==> config.mk <==
export PLATFORM = sky130hd
export DESIGN_NAME = amba_slave_ctrl
export DESIGN_NICKNAME = d
export VERILOG_FILES = /design/src/rtl/amba_pkg.sv /design/src/rtl/amba_rd_chan.sv /design/src/rtl/amba_slave_ctrl.sv
export SDC_FILE = /design/constraint.sdc
export NUM_CORES = 1
export LEC_CHECK = 0
export CAP_MARGIN = 20
export CORE_AREA = 5 5 131 133
export DETAILED_ROUTE_END_ITERATION = 6
export DIE_AREA = 0 0 136 138
export PLACE_DENSITY = 0.85
export RECOVER_POWER = 100
export SYNTH_ARGS = -nofsm -noshare
export SYNTH_HDL_FRONTEND = slang
export SYNTH_SLANG_ARGS = --single-unit
==> constraint.sdc <==
create_clock -name ACLK -period 6 [get_ports ACLK]
set_input_delay 1.2 -clock ACLK [delete_from_list [all_inputs] [get_ports ACLK]]
set_output_delay 1.2 -clock ACLK [all_outputs]
set_load 0.02 [all_outputs]
==> src/rtl/amba_pkg.sv <==
// amba_pkg: AXI4-Lite response codes, channel states and address decode helpers
package amba_pkg;
  localparam logic [1:0] RESP_OKAY = 2'b00;
  localparam logic [1:0] RESP_SLVERR = 2'b10;
  typedef enum logic [1:0] {WR_IDLE, WR_EXEC, WR_RESP} wr_state_t;
  typedef enum logic [1:0] {RD_IDLE, RD_FETCH, RD_RESP} rd_state_t;
  function automatic logic addr_ok(input logic [63:0] a, input int unsigned n);
    return a < 64'(n) * 64'd4 && a[1:0] == 2'b00;
  endfunction
  function automatic logic [31:0] word_idx(input logic [63:0] a);
    return {30'd0, a[3:2]};
  endfunction
endpackage

==> src/rtl/amba_rd_chan.sv <==
// amba_rd_chan: AXI4-Lite read channel FSM with registered RDATA/RRESP
module amba_rd_chan
  import amba_pkg::*;
#(
  parameter int ADDR_W = 32,
  parameter int DATA_W = 32,
  parameter int NUM_REGS = 4
) (
  input  logic              clk,
  input  logic              rst,
  input  logic [ADDR_W-1:0] araddr,
  input  logic              arvalid,
  output logic              arready,
  output logic [DATA_W-1:0] rdata,
  output logic [1:0]        rresp,
  output logic              rvalid,
  input  logic              rready,
  output logic [31:0]       addr_rc,
  input  logic [31:0]       data_rc
);
  rd_state_t state;
  logic rd_ok;
  assign arready = !rst && state == RD_IDLE;
  always_ff @(posedge clk or posedge rst)
    if (rst) begin
      state <= RD_IDLE;
      rd_ok <= 1'b0;
      rdata <= '0;
      rresp <= RESP_OKAY;
      rvalid <= 1'b0;
      addr_rc <= '0;
    end else case (state)
      RD_IDLE: if (arvalid) begin
        addr_rc <= word_idx(64'(araddr));
        rd_ok <= addr_ok(64'(araddr), NUM_REGS);
        state <= RD_FETCH;
      end
      RD_FETCH: begin
        rdata <= rd_ok ? DATA_W'(data_rc) : '0;
        rresp <= rd_ok ? RESP_OKAY : RESP_SLVERR;
        rvalid <= 1'b1;
        state <= RD_RESP;
      end
      RD_RESP: if (rready) begin
        rvalid <= 1'b0;
        state <= RD_IDLE;
      end
      default: state <= RD_IDLE;
    endcase
endmodule

==> src/rtl/amba_slave_ctrl.sv <==
// amba_slave_ctrl: AXI4-Lite slave turning bus transactions into regfile
// write strobes and read addresses; write and read channels run independently.
module amba_slave_ctrl
  import amba_pkg::*;
#(
  parameter int ADDR_W = 32,
  parameter int DATA_W = 32,
  parameter int NUM_REGS = 4
) (
  input  logic              ACLK,
  input  logic              ARST,
  input  logic [ADDR_W-1:0] AWADDR,
  input  logic              AWVALID,
  output logic              AWREADY,
  input  logic [DATA_W-1:0] WDATA,
  input  logic              WVALID,
  output logic              WREADY,
  output logic [1:0]        BRESP,
  output logic              BVALID,
  input  logic              BREADY,
  input  logic [ADDR_W-1:0] ARADDR,
  input  logic              ARVALID,
  output logic              ARREADY,
  output logic [DATA_W-1:0] RDATA,
  output logic [1:0]        RRESP,
  output logic              RVALID,
  input  logic              RREADY,
  output logic [31:0]       o_addr_wc,
  output logic [31:0]       o_data_wc,
  output logic              o_en_amba_write,
  output logic [31:0]       o_addr_rc,
  input  logic [31:0]       i_data_rc
);
  wr_state_t wr_state;
  logic aw_got, w_got, wr_ok, aw_hs, w_hs;
  logic [ADDR_W-1:0] aw_q, aw_a;
  logic [DATA_W-1:0] w_q, w_d;
  assign AWREADY = !ARST && wr_state == WR_IDLE && !aw_got;
  assign WREADY = !ARST && wr_state == WR_IDLE && !w_got;
  assign aw_hs = AWVALID && AWREADY;
  assign w_hs = WVALID && WREADY;
  // forward a same-cycle handshake so the strobe follows the final capture by one cycle
  assign aw_a = aw_got ? aw_q : AWADDR;
  assign w_d = w_got ? w_q : WDATA;
  always_ff @(posedge ACLK or posedge ARST)
    if (ARST) begin
      wr_state <= WR_IDLE;
      aw_got <= 1'b0;
      w_got <= 1'b0;
      wr_ok <= 1'b0;
      aw_q <= '0;
      w_q <= '0;
      BRESP <= RESP_OKAY;
      BVALID <= 1'b0;
      o_addr_wc <= '0;
      o_data_wc <= '0;
      o_en_amba_write <= 1'b0;
    end else case (wr_state)
      WR_IDLE: begin
        if (aw_hs) begin
          aw_got <= 1'b1;
          aw_q <= AWADDR;
        end
        if (w_hs) begin
          w_got <= 1'b1;
          w_q <= WDATA;
        end
        if ((aw_got || aw_hs) && (w_got || w_hs)) begin
          aw_got <= 1'b0;
          w_got <= 1'b0;
          wr_ok <= addr_ok(64'(aw_a), NUM_REGS);
          o_en_amba_write <= addr_ok(64'(aw_a), NUM_REGS);
          o_addr_wc <= word_idx(64'(aw_a));
          o_data_wc <= 32'(w_d);
          wr_state <= WR_EXEC;
        end
      end
      WR_EXEC: begin
        o_en_amba_write <= 1'b0;
        BRESP <= wr_ok ? RESP_OKAY : RESP_SLVERR;
        BVALID <= 1'b1;
        wr_state <= WR_RESP;
      end
      WR_RESP: if (BREADY) begin
        BVALID <= 1'b0;
        wr_state <= WR_IDLE;
      end
      default: wr_state <= WR_IDLE;
    endcase
  amba_rd_chan #(.ADDR_W(ADDR_W), .DATA_W(DATA_W), .NUM_REGS(NUM_REGS)) u_rd (
    .clk(ACLK),
    .rst(ARST),
    .araddr(ARADDR),
    .arvalid(ARVALID),
    .arready(ARREADY),
    .rdata(RDATA),
    .rresp(RRESP),
    .rvalid(RVALID),
    .rready(RREADY),
    .addr_rc(o_addr_rc),
    .data_rc(i_data_rc)
  );
endmodule
==> impl_metrics.ini <==
[routing]
dr.first_iter.drc_count = 151
ant_nets = 0
routed_wl_mm = 16.0
vias = 4692
routedWlPerCell_um = 15.8
drc_errors = 0
vias_per_cell = 4.63
dr.pass1.iters = 4

[pwr]
internal-power_uw = 2640
power.switching_uw = 1290
p_sw_share_pct = 32.8
p_seq_share_pct = 41.0
p_per_area_nw_per_um2 = 428
power_frac_comb_pct = 29.7
power.leakage_uw = 0.00412
clkPwrFrac_pct = 29.3
irDropWorstVdd_mv = 0.237

[timing]
slew_headroom_pct = -45.2
maxSlewViolCount = 103
tns_ns = 0
post-route-min-period_ns = 4.31
timing.final.crit_share_pct = 71.8
worstMarginPinSlew_ns = 2.18
setup_viol = 0
setup_ws_ns = 1.69
fin_skew_ns = 0.00665
rsz0062_at_grt = no
max_freq_mhz = 232
whs_ns = 0.465
hold_viol = 0

[global_route]
grt_max_degree = 103
grt_pass1_vias = 4934
grt_first_pass_wirelength_mm = 25.5
antenna_found_initial = 0
grt_overflow = 0
grtUsageTotal_pct = 17.0

[worst_setup_path]
r2r_slack_ns = 2.84
crit_required_ns = 4.80
r2r-end = w_q[15]
cp_max_fo = 6
worstSetupEndpointType = output port
reg2reg_depth = 3
path_class = in -> out
crit_path_start_kind = primary input
r2r-start = w_got
cp.arrival_ns = 3.11

[synth]
netlist_area_sq_um = 6620
ys_ff_latch = 145
synth_commonest_cells = dfrtp_1, nand2_1, buf_4
yosysMostFrequentCell = dfrtp_1
ys_top_cells_by_area = dfrtp_1, buf_4, mux2_4
yosys_most_used_dff = dfrtp_1
async_flop_share_pct = 100
synth_top_area_cell = dfrtp_1
synth_top_area_share_pct = 54.8
ys_seq_area_share_pct = 54.8
yosysWarnings = 0
avgSynthCellArea_sq_um = 11.4
syn_inst = 582
ys_types = 35
synth-edff-count = 0

[clock_network]
cts_made_buffers = 17
clk_pin_slew_ns = 0.06
post-cts-setup-buffer-count = 0
cts-root-buf = clkbuf_16
ctsHoldBuffers = 0
post_cts_resized = 0
cts_tree = yes
htreeDepth = 4
clkSinkCount = 145
clock_path_buffers = 2
clk_latency_ns = 0.41

[finish]
fillers = 1326
drive_above_1_share_pct = 5.64
num_antenna_cells = 0
area_growth_syn_to_layout_pct = 38.7
final_util_pct = 58.4
layout.nets = 920

[worst_hold_path]
hold_start = wr_ok
holdPathEnd = BRESP[1]
hold_path_depth = 1
hp-class = reg -> reg

[placed_design]
preCtsSetupSlack_ns = 1.84
dp.final_hpwl_mm = 11.6
portBuffers = 210
place.gp.congestion = 0.804

[flow_run]
drv_cap = 2

[die]
io_pins = 273
coreArea_sq_um = 15700
num_rows = 46
die_h_um = 138
initial_core_util_pct = 42.1
die_x_um = 136
dieArea_sq_um = 18800

[run_status]
outcome = finished with violations
violations = max-capacitance violations, max-slew violations
power groups by stage:
stage | logic, uW | registers (uW) | clock network, uW
after detailed placement | 1340 | 1630 | 0
final | 1170 | 1610 | 1150
after global placement | 1290 | 1630 | 0
after floorplan | 790 | 1670 | 0
after global routing | 1280 | 1670 | 1220
after CTS | 1340 | 1630 | 1170
state kept, by name, indices dropped and copies added (netlist names), 2 cells and up:
register / flops
u_rd.addr_rc: 2
o_data_wc: 32
u_rd.rdata: 32
u_rd.state: 2
wr_state: 2
aw_q: 32
w_q: 32
o_addr_wc: 2
per-stage QoR:
stage                     total power, uW  area (sq um)  instances
final                                3930          9180       1014
after global routing                 4170          9180       1014
after CTS                            4140          9290       1012
after detailed placement             2970          8640        980
after global placement               2920          8640        980
after floorplan                      2460          6850        643
worst max-delay path by stage:
stage	start	end	slack [ns]	cells past startpoint
floorplan	ARST	BRESP[1]	0.89	1
global placement	ARST	AWREADY	1.82	3
detailed placement	ARST	AWREADY	1.84	3
CTS	ARST	AWREADY	1.84	3
global route	ARST	aw_got	1.11	4
finish	ARST	WREADY	1.69	3
per-layer routing:
metal,vias to the layer above,share of wire (%),GRT usage [%]
li1,2283,-,-
met1,2210,40,19.5
met2,173,49,28.9
met3,26,9.3,7.00
met4,0,1.8,4.93
met5,-,0,0
area by class of cell:
cell class                 instances  area [sq um]  area share [%]
clock buffer                      19           453            4.94
tap                              216           270            2.94
sequential                       145          3630            39.6
timing repair buffer             214          2160            23.6
multi-input combinational        401          2440            26.6
clock inverter                    13           195            2.13
inverter                           6          26.3           0.286
kinds of logic after synthesis:
family                 share of synthesized area, %
AO/OA/AOI/OAI                                  6.69
other                                        0.0567
multiplexers                                   18.1
flip-flops                                     54.8
buffers and inverters                          9.62
AND/OR/NAND/NOR                                10.7
cell usage in the layout, fill, tap and decap left out, drive strengths merged, types with 2 or more instances in the layout:
| cell type | synthesis | routed |
|---|---|---|
| nor4 | 17 | 17 |
| conb | 1 | 62 |
| clkinvlp | 0 | 4 |
| nor2 | 8 | 8 |
| nor3 | 5 | 5 |
| bufinv | 0 | 4 |
| nor4b | 2 | 2 |
| nand2b | 4 | 4 |
| mux2 | 66 | 66 |
| o21ai | 74 | 74 |
| clkdlybuf4s50 | 0 | 97 |
| dfrtp | 145 | 145 |
| nor2b | 3 | 3 |
| inv | 6 | 11 |
| buf | 78 | 3 |
| a21oi | 5 | 5 |
| mux2i | 34 | 34 |
| nand2 | 107 | 107 |
| nand4 | 6 | 6 |
| clkbuf | 13 | 20 |
| dlygate4sd3 | 0 | 113 |
worst max-delay path, stage by stage:
cell	delay (ns)
dlygate4sd3_1	0.67
nor4_1	0.43
dlygate4sd3_1	0.80
(Power assumes the default switching activity.)
==> variant 1 (same flow settings) <==
`ADDR_W` is set to 32 in 2 places; all go to 40.
--- a/src/rtl/amba_rd_chan.sv
+++ b/src/rtl/amba_rd_chan.sv
@@ -2,7 +2,7 @@
 module amba_rd_chan
   import amba_pkg::*;
 #(
-  parameter int ADDR_W = 32,
+  parameter int ADDR_W = 40,
   parameter int DATA_W = 32,
   parameter int NUM_REGS = 4
 ) (
--- a/src/rtl/amba_slave_ctrl.sv
+++ b/src/rtl/amba_slave_ctrl.sv
@@ -3,7 +3,7 @@
 module amba_slave_ctrl
   import amba_pkg::*;
 #(
-  parameter int ADDR_W = 32,
+  parameter int ADDR_W = 40,
   parameter int DATA_W = 32,
   parameter int NUM_REGS = 4
 ) (
Ports: changed (resized ARADDR and AWADDR); port bits go from 273 to 289. No check against the original RTL was run, so the function may have changed too.
==> variant 1 against the unedited design <==
  * The run still ends with capacitance limit, slew limit left
  * Register-to-register slack gained 300 ps
  * Clock power shrank 14%
  * Clock skew is 1.1 ps lower
  * Final area up 4.5%
  * Area after synthesis up 6.0%
  * Sequential cell count increased by 8
  * Routed wire length increased by 3.1%
  * Critical path depth stayed put
  * Total power down 0.64%
  * Via count up 4.9%
  * Setup slack improved by 190 ps
==> variant 1: results (changes against the unedited design) <==
[status]
outcome = finished with violations
violations = capacitance limit, slew limit

[sta]
tightest_slew_ps = 1957  ; -220.6 ps
drv_slew = 103  ; unchanged

[synthesis]
synthTopCellsByArea = dfrtp_1 55%, mux2_4 8.6%, buf_4 6.6%, nand2_1 5.6%, mux2i_1 4.8%
seq_area_frac_synth_pct = 54.55  ; -0.27 points
synthDistinctLibCells = 34  ; -2.9%
synth_commonest_cells = 153 x dfrtp_1, 105 x nand2_1, 62 x buf_4

[place]
dp_hpwl_um = 12170  ; +4.8%
place_congestion = 0.8101  ; +0.71%
dpl-instance-area_um2 = 9214  ; +6.6%
dpl_worst_slack_ps = 1891  ; +52.82 ps

[flow_run]
drv_cap = 3  ; +1

[power_and_ir_drop]
ir_drop_mv = 0.2673  ; +13%
leakage_nw = 4.199  ; +2.0%

[critical_path]
cp_max_fo = 7  ; +1
cp_data_arrival_time_ps = 2920  ; -190 ps
cp_slowest_stage_delay_ps = 730  ; -70 ps

[layout]
finalNetCount = 982  ; +6.7%
regMostFlops = aw_q
layout-drive-gt1-share_pct = 7.253  ; +1.6 points

[drt]
first_iter_violations = 203  ; +34%
vias = 4923  ; +4.9%
routed_wl_um = 16500  ; +3.1%

[grt]
grt_pass1_wl_um = 26300  ; +3.3%
grt_max_degree = 97  ; -5.8%

variant 1: worst max-delay path, delay by kind of cell:
kind | cells | cell delay [ps]
buffers and inverters | 2 | 1440
and+or+nand+nor | 1 | 290
variant 1: cells by family after synthesis:
family,count (synthesis),share of synthesized area [%]
AND/OR/NAND/NOR,167,11.00
flip-flops,153,54.55
other,1,0.05342
buffers and inverters,99,9.216
multiplexers,108,18.86
AO/OA/AOI/OAI,84,6.328
variant 1: area by class of cell:
type / count / area (um^2)
clock buffers: 21 / 470.5
clock inverters: 8 / 73.82
fillers: 1303 / 6121
inverters: 6 / 27.53
multi-input cells: 421 / 2604
flip-flops and latches: 153 / 3830
well taps: 216 / 270.3
repair buffers: 232 / 2316
variant 1: report_power, final:
group	internal [mW]	switching (mW)
Combinational	0.594	0.652
Clock	0.594	0.400
Sequential	1.43	0.236
Total	2.62	1.29
variant 1: routing by layer:
metal  GRT usage, %  wire length (um)  up-vias
li1               -                 -     2425
met1          21.84              6988     2335
met2          29.02              8179      144
met3          4.935              1052       19
met4          5.729               278        0
met5              0                 0        -
variant 1: final timing paths:
kind / cells past startpoint / startpoint / end / slack, ps
max in group asynchronous: 3 / ARST / u_rd.rdata[29] / 2210
setup reg to reg: 4 / aw_got / aw_q[19] / 3140
setup / recovery: 3 / ARST / WREADY / 1880
hold / removal: 1 / wr_ok / BRESP[1] / 460
hold reg to reg: 1 / wr_ok / BRESP[1] / 460
min in group asynchronous: 2 / ARST / aw_q[35] / 1630
variant 1: through the flow:
step                      total power, mW  std cells  utilization (%)
after floorplan                     2.619        673                -
after global placement              3.099       1027            58.64
after detailed placement            3.152       1027            58.64
after CTS                           4.163       1056            62.10
after global routing                4.141       1057            61.04
final                               3.903       1057            61.04
==> variant 2 (same flow settings) <==
Made on the original files. Re-encode `rd_state_t` (3 states) as one-hot, 3 bits wide.
--- a/src/rtl/amba_pkg.sv
+++ b/src/rtl/amba_pkg.sv
@@ -3,7 +3,7 @@
   localparam logic [1:0] RESP_OKAY = 2'b00;
   localparam logic [1:0] RESP_SLVERR = 2'b10;
   typedef enum logic [1:0] {WR_IDLE, WR_EXEC, WR_RESP} wr_state_t;
-  typedef enum logic [1:0] {RD_IDLE, RD_FETCH, RD_RESP} rd_state_t;
+  typedef enum logic [2:0] {RD_IDLE = 3'b001, RD_FETCH = 3'b010, RD_RESP = 3'b100} rd_state_t;
   function automatic logic addr_ok(input logic [63:0] a, input int unsigned n);
     return a < 64'(n) * 64'd4 && a[1:0] == 2'b00;
   endfunction
Check against the original RTL: no difference found for any inputs over 4 cycles, from zero or initial values and one cycle with ARST high; so few cycles prove little.
==> variant 2 against the unedited design <==
  * Area after synthesis shrank 0.64%
  * Routed wire length shrank 0.32%
  * The flow still finishes with violations (capacitance limit, slew limit)
  * Final cell count grew 0.39%
  * Final area shrank 0.27%
  * Largest cell class unchanged
  * Largest power group unchanged
  * Highest routed layer unchanged
  * Sequential cell count grew 1
  * Setup slack lost 71 ps
  * Sequential share of layout area grew 0.40 points
  * Total power grew 8.5%
  * Core utilization shrank 0.16 points
==> variant 2: results (changes against the unedited design) <==
[synthesis]
synth_edf_count = 0  ; unchanged
synth-compound-area-share_pct = 6.545  ; -0.15 points
synth_top_area_share_pct = 55.18  ; +0.35 points
seq_area_frac_synth_pct = 55.57  ; +0.75 points
synthDistinctLibCells = 37  ; +5.7%
synth_cells = 587  ; +0.86%
synth_commonest_cells = 145 x dfrtp_1, 103 x nand2_1, 71 x o21ai_0
synthMuxAreaShare_pct = 16.70  ; -1.4 points
synthTopCellsByArea = dfrtp_1 55%, mux2_2 11%, buf_4 7.2%, nand2_1 5.9%, o21ai_0 5.4%

[critical_path]
reg2reg_depth = 5  ; +2
crit_path_top_delay_cell = clkbuf_1
cp-startpoint = ARST
rrSetupSlack_ps = 2420  ; -420 ps
cp_max_fo = 72  ; +66
cp_slowest_stage_delay_ps = 1920  ; +1120 ps
reg2reg_to = w_got

[sta]
skew_ps = 8.159  ; +1.508 ps
drv_slew = 140  ; +36%
maxSlewHeadroom_pct = -78.07  ; -33 points

[status]
violations = capacitance limit, slew limit
outcome = finished with violations

[grt]
grt_pass1_wl_um = 25300  ; -0.68%
grt_pass1_vias = 4848  ; -1.7%
track_usage_pct = 17.09  ; +0.12 points
grt_max_degree = 147  ; +43%

[clocking]
clockRootBuffer = clkbuf_16
numCtsBuffers = 17  ; unchanged
htree_levels = 4  ; unchanged
clock_latency_ps = 420
clk_path_buf_depth = 2  ; unchanged

[drt]
viasPerCell = 4.652  ; +0.54%
first_iter_violations = 159  ; +5.3%
routed_wl_um = 15960  ; -0.32%
drc_errors = 0  ; unchanged

[power_and_ir_drop]
ir_drop_mv = 0.2232  ; -5.8%
leakage_nw = 4.065  ; -1.3%

[place]
dpl-instance-area_um2 = 8602  ; -0.45%
place_congestion = 0.7968  ; -0.94%
portBuffers = 210  ; unchanged
dp_hpwl_um = 11820  ; +1.8%

[flow_run]
drv_cap = 2  ; unchanged

[min_path]
hp-start = wr_ok
hold_path_end = BRESP[1]

[layout]
layout-drive-gt1-share_pct = 12.34  ; +6.7 points
finalNetCount = 924  ; +0.43%

## variant 2: cell type report
type | count | area [um^2]
well taps | 216 | 270.3
clock buffers | 17 | 425.4
flip-flops and latches | 146 | 3656
fillers | 1309 | 6560
multi-input cells | 405 | 2479
repair buffers | 214 | 2137
inverters | 5 | 20.02
clock inverters | 15 | 165.2
## variant 2: worst max path at each step
stage	endpoint	slack (ps)
after floorplan	ARREADY	820
after global placement	ARREADY	1890
after detailed placement	ARREADY	1880
after CTS	ARREADY	1870
after global routing	w_got	1140
final	w_got	1620
## variant 2: through the flow
| stage | cells | utilization (%) | power [mW] | hold WS (ps) | setup WS [ps] |
|---|---|---|---|---|---|
| final | 1018 | 58.25 | 4.262 | 452.9 | 1620 |
| after global routing | 1018 | 58.25 | 4.550 | 479.1 | 1139 |
| after CTS | 1018 | 58.50 | 4.418 | 457.2 | 1870 |
| after detailed placement | 986 | 54.75 | 3.350 | 451.8 | 1879 |
| after global placement | 986 | 54.75 | 3.282 | 446.4 | 1893 |
| after floorplan | 648 | - | 2.668 | 437.0 | 819.4 |
## variant 2: power breakdown
part	internal, mW	leakage (nW)	total, mW	switching, mW
registers	1.43	1.81	1.67	0.238
logic	0.741	1.96	1.55	0.805
clock network	0.593	0.286	1.05	0.454
## variant 2: layer usage
layer  track usage, %  part of all wire [%]  vias to the layer above
met4            3.714                  0.78                        0
li1                 -                     -                     2305
met5                0                     0                        -
met3            8.999                    11                       12
met2            29.23                    51                      176
met1            18.82                    37                     2243
## variant 2: worst reg2reg max path, cell delays in order (launching register included)
cell      delay, ps
dfrtp_2         380
buf_4           320
o221ai_4        260
clkbuf_1       1920
clkinv_1        410
nor2_1          210
